### src/rtl/cs_sequencer_pkg.sv
// Shared types, widths and the round-robin pick for the chip-select sequencer.
package cs_sequencer_pkg;

  localparam int unsigned CNT_W = 4;
  localparam int unsigned NREQ  = 4;
  localparam int unsigned ID_W  = 2;

  typedef enum logic [1:0] {
    IDLE    = 2'd0,
    SETUP   = 2'd1,
    STROBE  = 2'd2,
    RECOVER = 2'd3
  } state_t;

  // Search from last_grant+1 upward, wrapping; nearest set request wins.
  function automatic logic [ID_W-1:0] rr_pick(input logic [NREQ-1:0] req,
                                              input logic [ID_W-1:0] last_grant);
    logic [ID_W-1:0] id;
    rr_pick = last_grant;
    for (int k = int'(NREQ); k >= 1; k--) begin
      id = last_grant + ID_W'(k);
      if (req[id]) rr_pick = id;
    end
  endfunction

endpackage

### src/rtl/cs_sequencer_ls139.sv
// Dual 2-to-4 active-low decoder with active-low enables (74LS139 equivalent).
module ls139 (
  input  logic       i_n_e0,
  input  logic [1:0] i_a0,
  output logic [3:0] o_n_y0,
  input  logic       i_n_e1,
  input  logic [1:0] i_a1,
  output logic [3:0] o_n_y1
);

  assign o_n_y0 = i_n_e0 ? 4'hF : ~(4'b0001 << i_a0);
  assign o_n_y1 = i_n_e1 ? 4'hF : ~(4'b0001 << i_a1);

endmodule

### src/rtl/cs_sequencer.sv
// Round-robin chip-select sequencer: arbitrates four requesters onto one
// shared decoder with programmable setup, strobe and recovery windows.
module cs_sequencer
  import cs_sequencer_pkg::*;
#(
  parameter int unsigned SETUP_CYC   = 1,
  parameter int unsigned STROBE_CYC  = 2,
  parameter int unsigned RECOVER_CYC = 1
) (
  input  logic            clk_49m,
  input  logic            reset,
  input  logic [NREQ-1:0] req,
  output logic [NREQ-1:0] ack,
  output logic [ID_W-1:0] sel_a,
  output logic            sel_n_e,
  output logic [NREQ-1:0] n_cs,
  output logic            busy,
  output logic [ID_W-1:0] grant_id
);

  localparam int unsigned CNT_MAX = (2 ** CNT_W) - 1;

  if (SETUP_CYC < 1 || SETUP_CYC > CNT_MAX) begin : g_bad_setup
    $error("cs_sequencer: SETUP_CYC must be in 1..15");
  end
  if (STROBE_CYC < 1 || STROBE_CYC > CNT_MAX) begin : g_bad_strobe
    $error("cs_sequencer: STROBE_CYC must be in 1..15");
  end
  if (RECOVER_CYC < 1 || RECOVER_CYC > CNT_MAX) begin : g_bad_recover
    $error("cs_sequencer: RECOVER_CYC must be in 1..15");
  end

  state_t           r_state;
  logic [CNT_W-1:0] r_cnt;
  logic [ID_W-1:0]  r_sel_a;
  logic             r_sel_n_e;
  logic [NREQ-1:0]  r_ack;
  logic             r_busy;
  logic [ID_W-1:0]  r_grant_id;
  logic [ID_W-1:0]  r_last_grant;

  logic [ID_W-1:0]  w_pick;
  logic [NREQ-1:0]  w_grant_onehot;
  logic [3:0]       w_n_y1_unused;

  assign w_pick         = rr_pick(req, r_last_grant);
  assign w_grant_onehot = NREQ'(1) << r_grant_id;

  // ack is registered so it lands on the final strobe cycle, hence the
  // look-ahead: it is loaded on the edge that enters that cycle.
  always_ff @(posedge clk_49m or posedge reset) begin
    if (reset) begin
      r_state      <= IDLE;
      r_cnt        <= '0;
      r_sel_a      <= '0;
      r_sel_n_e    <= 1'b1;
      r_ack        <= '0;
      r_busy       <= 1'b0;
      r_grant_id   <= '0;
      r_last_grant <= ID_W'(NREQ - 1);
    end else begin
      r_ack <= '0;
      case (r_state)
        IDLE: begin
          if (|req) begin
            r_grant_id <= w_pick;
            r_sel_a    <= w_pick;
            r_cnt      <= CNT_W'(SETUP_CYC - 1);
            r_busy     <= 1'b1;
            r_state    <= SETUP;
          end
        end
        SETUP: begin
          if (r_cnt == '0) begin
            r_cnt     <= CNT_W'(STROBE_CYC - 1);
            r_sel_n_e <= 1'b0;
            r_state   <= STROBE;
            if (STROBE_CYC == 1) r_ack <= w_grant_onehot;
          end else begin
            r_cnt <= r_cnt - CNT_W'(1);
          end
        end
        STROBE: begin
          if (r_cnt == '0) begin
            r_cnt     <= CNT_W'(RECOVER_CYC - 1);
            r_sel_n_e <= 1'b1;
            r_state   <= RECOVER;
          end else begin
            r_cnt <= r_cnt - CNT_W'(1);
            if (r_cnt == CNT_W'(1)) r_ack <= w_grant_onehot;
          end
        end
        RECOVER: begin
          if (r_cnt == '0) begin
            r_last_grant <= r_grant_id;
            r_busy       <= 1'b0;
            r_state      <= IDLE;
          end else begin
            r_cnt <= r_cnt - CNT_W'(1);
          end
        end
        default: begin
          r_state <= IDLE;
          r_busy  <= 1'b0;
        end
      endcase
    end
  end

  // Only half 0 drives the chip selects; half 1 is held disabled.
  ls139 u_ls139 (
    .i_n_e0 (r_sel_n_e),
    .i_a0   (r_sel_a),
    .o_n_y0 (n_cs),
    .i_n_e1 (1'b1),
    .i_a1   (2'b00),
    .o_n_y1 (w_n_y1_unused)
  );

  assign ack      = r_ack;
  assign sel_a    = r_sel_a;
  assign sel_n_e  = r_sel_n_e;
  assign busy     = r_busy;
  assign grant_id = r_grant_id;

endmodule

### config.mk
export PLATFORM = sky130hd
export DESIGN_NAME = cs_sequencer
export DESIGN_NICKNAME = d
export VERILOG_FILES = /design/src/rtl/cs_sequencer_pkg.sv /design/src/rtl/cs_sequencer_ls139.sv /design/src/rtl/cs_sequencer.sv
export SDC_FILE = /design/constraint.sdc
export NUM_CORES = 1
export LEC_CHECK = 0
export ABC_AREA = 1
export CORE_MARGIN = 3
export CORE_UTILIZATION = 35
export DETAILED_ROUTE_END_ITERATION = 12
export GPL_ROUTABILITY_DRIVEN = 0
export HOLD_SLACK_MARGIN = 0.1
export PLACE_DENSITY = 0.6
export SLEW_MARGIN = 15
export SYNTH_ARGS = -nofsm -noshare
export SYNTH_HDL_FRONTEND = slang
export SYNTH_SLANG_ARGS = --single-unit
### constraint.sdc
create_clock -name clk_49m -period 2.3 [get_ports clk_49m]
set_input_delay 0.575 -clock clk_49m [delete_from_list [all_inputs] [get_ports clk_49m]]
set_output_delay 0.575 -clock clk_49m [all_outputs]
set_load 0.02 [all_outputs]
Word level (Yosys, flattened, before mapping)
Cells that the tools add are included.

Register bits: 16. Input bits: 6. Output and inout bits: 14. Word-level logic and storage cells: 64.

$add $sub $neg: 4. $lt $le $gt $ge: 3. Eq/ne operators: 9. Shift operators: 1. Multiplexer cells: 28. Bitwise logic cells: 1. Reductions and logical operators: 11.

Operator list (count): 2-to-1 mux 4 bit (8); case mux 4 bit (4 select lines) (1); 2-to-1 mux 2 bit (7); != test 2 bit, second input constant (5); < comparator 2 x 3 -> 1 bit, second input constant (3); case mux 2 bit (4 select lines) (1); binary-select mux 1 bit (select 2 bit) (3); 2-to-1 mux 1 bit (6); AND reduction 2 bit (3); AND reduction 3 bit (2); adder 2 bit, second input constant (2); == test 2 bit, second input constant (2); == test 4 x 1 -> 1 bit, second input constant (1); logical NOT 4 bit (1); NOT 4 bit (1); case mux 1 bit (2 select lines) (2); AND reduction 4 bit (1); nonzero test 2 bit (2); OR reduction 4 bit (1); left shift 1 x 2 -> 4 bit, first input constant (1); subtractor 4 x 1 -> 4 bit, second input constant (1); adder 2 x 1 -> 2 bit, second input constant (1); == test 2 x 1 -> 1 bit, second input constant (1); logical NOT 2 bit (1).

Logic depth before layout (Yosys ltp)
Depth after elaboration: 6. Depth in mapped cells: 13. Gate-level depth less buffers: 12.

By module
Synthesis repeated with hierarchy kept, for this count alone.

Cell total of the unflattened synthesis: 151. Area total of the unflattened synthesis: 1103.6 um2.

Modules (own cells, without submodules): cs_sequencer (instances 1, cells each 137, area an instance 1041.0 um2, sequential area each 404.1 um2); ls139 (instances 1, cells each 14, area an instance 62.6 um2, sequential area each 0.0 um2).

Worst setup path after synthesis
No wires, ideal clock.

Path kind: reg-to-output. From: reg grant_id[1] (netlist name). To: out n_cs[0]. Arrival: 869 ps. Required time: 1725 ps. Path slack: 856 ps. Cell stages (with the launch flop): 3. Buffers on the path: 0. Cell sequence: dfrtp_1 -> inv_1 -> nand3_1.

RTL lines: end, declared (line cs_sequencer.sv:16) `output logic [NREQ-1:0] n_cs,`.

Final worst setup path
From: reg r_sel_n_e (netlist: sel_n_e). To: out n_cs[0].

Longest elaborated chain between the ends: 1.

Ends and longest elaborated chain: start, declared (line cs_sequencer.sv:36) `logic r_sel_n_e;`; start signal, assigned (line cs_sequencer.sv:56) `r_sel_n_e <= 1'b1;`; start signal, assigned (line cs_sequencer.sv:76) `r_sel_n_e <= 1'b0;`; start signal, assigned (line cs_sequencer.sv:86) `r_sel_n_e <= 1'b1;`; 2-to-1 mux 4 bit (line cs_sequencer_ls139.sv:11) `assign o_n_y0 = i_n_e0 ? 4'hF : ~(4'b0001 << i_a0);`.

Every way passes these cells.

==> results by group <==
Floorplanning
  – Die Span X: 60.54 um
  – Core ar.: 0.002805 mm2
  – Effective utilization at floorplan: between 30% and 40%
  – Placement Rows: 19
  – Die Span Y: ~60 um
  – Io pins: 20
  – Die area: 0.003664 mm2

Yosys
  – YS warnings: 0
  – Synth Area in Compound Gates: 9.014%
  – Mux cell area share after synthesis: 0%
  – Unique masters post-synth: 28
  – Synth Cell Area: 0.001041 mm2
  – Synthesized area per cell: 7.711 um2
  – Syn Nets: between 100 and 150
  – Yosys reg bits: 16
  – Syn Inst Count: between 100 and 150
  – Register area share after synthesis: about two fifths
  – Adder-Cell Fraction of Synth Area: 7.212%
  – Xor-xnor portion of the synthesized cell area: less than 1%
  – Synth Area in Simple Gates: 32.33%
  – Largest family of logic cells by synthesized area: simple AND/OR/NAND/NOR gates

Timing
  – Highest Clock Rate: between 0.4 and 0.5 GHz
  – Relative slew slack: 59.51%
  – Tcrit/Tclk final: about 95%
  – Max Clock Skew: roughly 0.0057 ns
  – Pins Over Slew Limit: 0
  – Tmin final: ~2.2 ns
  – Worst slew pin tran: 0.6067 ns
  – Setup TNS: 0 ns
  – Final hold violation count: 0
  – Final setup vio count: 0
  – RSZ-0062 raised after global routing: no
  – Final hold slack: between 0.5 and 0.6 ns

Clock network
  – CTS tree: built
  – Reg clk slew, reported paths: 0.10 ns
  – Clock sink count: 16
  – Skew-Pair Late Insertion Delay: slightly below 0.3 ns
  – Cts hold-fix bufs: 0
  – CTS H-tree lvls: 1
  – Cts bufs inserted: 3
  – Clock Tree Root: clkbuf_4
  – Max clock buf depth: 2

Worst setup path
  – Cell count along the critical path: 3
  – Cell Chain, Critical Path: inv_1 -> nand3_1 -> clkdlybuf4s50_1
  – Critical Setup Path Class: reg2out
  – Crit start category: flop
  – Crit. End Element: output port
  – Crit path max fanout: 5
  – CP arrival: between 1.5 and 2 ns
  – CP max stage cell: clkdlybuf4s50_1
  – Cells on worst reg2reg path: 7
  – Cell family contributing the most delay on the critical path: buffers and inverters
  – Critical Path Max Stage Delay: about 0.60 ns
  – R2R Setup Slk: about 0.79 ns
  – WP buf/inv: 2
  – Crit path required time: 1.73 ns

Route
  – Iter 0 DRT Violations: 32
  – Drt pass-1 iters: 4
  – Met3 wire len: about 100 um
  – Met2 WL post-DR: 1.046 mm
  – DR top layer: met4
  – Routed WL: between 2 and 2.5 mm
  – M1 WL: roughly 930 um
  – Number of remaining DRC errors: 0
  – DR vias/cell: around 4.9
  – WL per Instance: around 11 um
  – ANT nets after route: 0
  – Via count: ~900

Power and ir drop
  – Leakage: 0.6508 nW
  – Power consumption: 1.869 mW
  – Power Density: 1458 mW/mm2
  – VDD IR max: between 0.5 and 0.6 mV

Layout
  – Nets@finish: 168
  – Most frequent cells in the layout: nand2_1, clkdlybuf4s50_1, inv_1
  – Non-Filler Instances: roughly 190
  – Layout cells sized above 1: between 10% and 20%
  – Number of diodes: 0
  – Most common cell after layout, fill and taps aside: nand2_1
  – Synth-to-Final Area Change: 23.20%

Outcome
  – Outcome: complete, no violations

Min path
  – HP Class: reg2reg
  – Hold Path Stages: 1

Global routing
  – Vias in the first global route: around 880
  – Largest net degree at the start of global routing: 17
  – Global-route wire length before repair: between 3 and 4 mm
  – GRT overflow: 0
  – Total GRT Usage: a little over an eighth
  – Initial antenna violation count: 0

Placed design
  – Placed instance count: about 180
  – PortBufs: 19
  – Final HPWL DP: between 1.5 and 2 mm

Run
  – Max Cap Viol: 0
[state kept, by name, indices dropped and copies added, names as in the netlist]
signal and cells:
sel_n_e 1, grant_id 2, r_state 2, ack 4, busy 1, r_cnt 4
r_last_grant 2
[stage by stage]
stage               area (um2)  setup WS (ns)  utilization [%]
global route              1282        0.03575            45.72
floorplan                 1041         0.8563                -
CTS                       1280        0.07956            45.63
detailed placement        1244         0.4190            44.34
global placement          1244         0.4365            44.34
finish                    1282         0.1162            45.72
[cell usage after synthesis (all sizes together)]
master / count / area (um2)
nand2: 47 / 208.9
inv: 23 / 96.34
dfrtp: 13 / 325.3
nand3: 11 / 55.05
ha: 6 / 75.07
a21oi: 5 / 25.02
nor3: 5 / 30.03
o21ai: 5 / 28.77
nor2: 4 / 17.52
buf: 3 / 26.27
dfstp: 3 / 78.83
nand4: 3 / 25.02
o22ai: 3 / 18.77
a22oi: 1 / 7.510
a31oi: 1 / 6.260
o211ai: 1 / 7.510
xor2: 1 / 8.760
[path summary, 6_finish.rpt]
kind	from	end
min	grant_id[1]$_DFFE_PP0P_	ack[0]$_DFF_PP0_
max	sel_n_e$_DFFE_PP1P_	n_cs[0]
min in group asynchronous	reset	r_cnt[2]$_DFFE_PP0P_
max in group asynchronous	reset	grant_id[0]$_DFFE_PP0P_
max reg2reg	r_state[0]$_DFFE_PP0P_	r_cnt[2]$_DFFE_PP0P_
min reg2reg	grant_id[1]$_DFFE_PP0P_	ack[0]$_DFF_PP0_
[layer usage]
metal / vias up / global-route usage [%]
li1: 471 / -
met1: 418 / 15.14
met2: 19 / 22.84
met3: 2 / 4.468
met4: 0 / 4.644
met5: - / 0
[where the power goes]
part | total, mW | leakage [nW] | switching [mW] | internal (mW)
registers | 0.526 | 0.195 | 0.114 | 0.411
logic | 1.15 | 0.435 | 0.691 | 0.460
clock network | 0.193 | 0.0210 | 0.0961 | 0.0965
[what timing repair did]
| action | CTS | global route |
|---|---|---|
| setup endpoints to repair | 0 | 1 |
| buffers inserted | 0 | 0 |
| gates resized for setup | 0 | 2 |
[layout make-up]
type / instances / area [um2]
Timing Repair Buffer: 19 / 190.2
Fill cell: 290 / 1523
Sequential cell: 16 / 406.6
Clock buffer: 4 / 36.28
Inverter: 23 / 96.34
Tap cell: 31 / 38.79
Multi-Input combinational cell: 93 / 514.2
[kinds of logic after synthesis]
| logic type | after synthesis |
|---|---|
| xor+xnor | 1 |
| simple gates | 70 |
| flops | 16 |
| buf+inv | 26 |
| fa+ha+maj | 6 |
| compound gates | 16 |
Power figures use the tool's default switching activity.
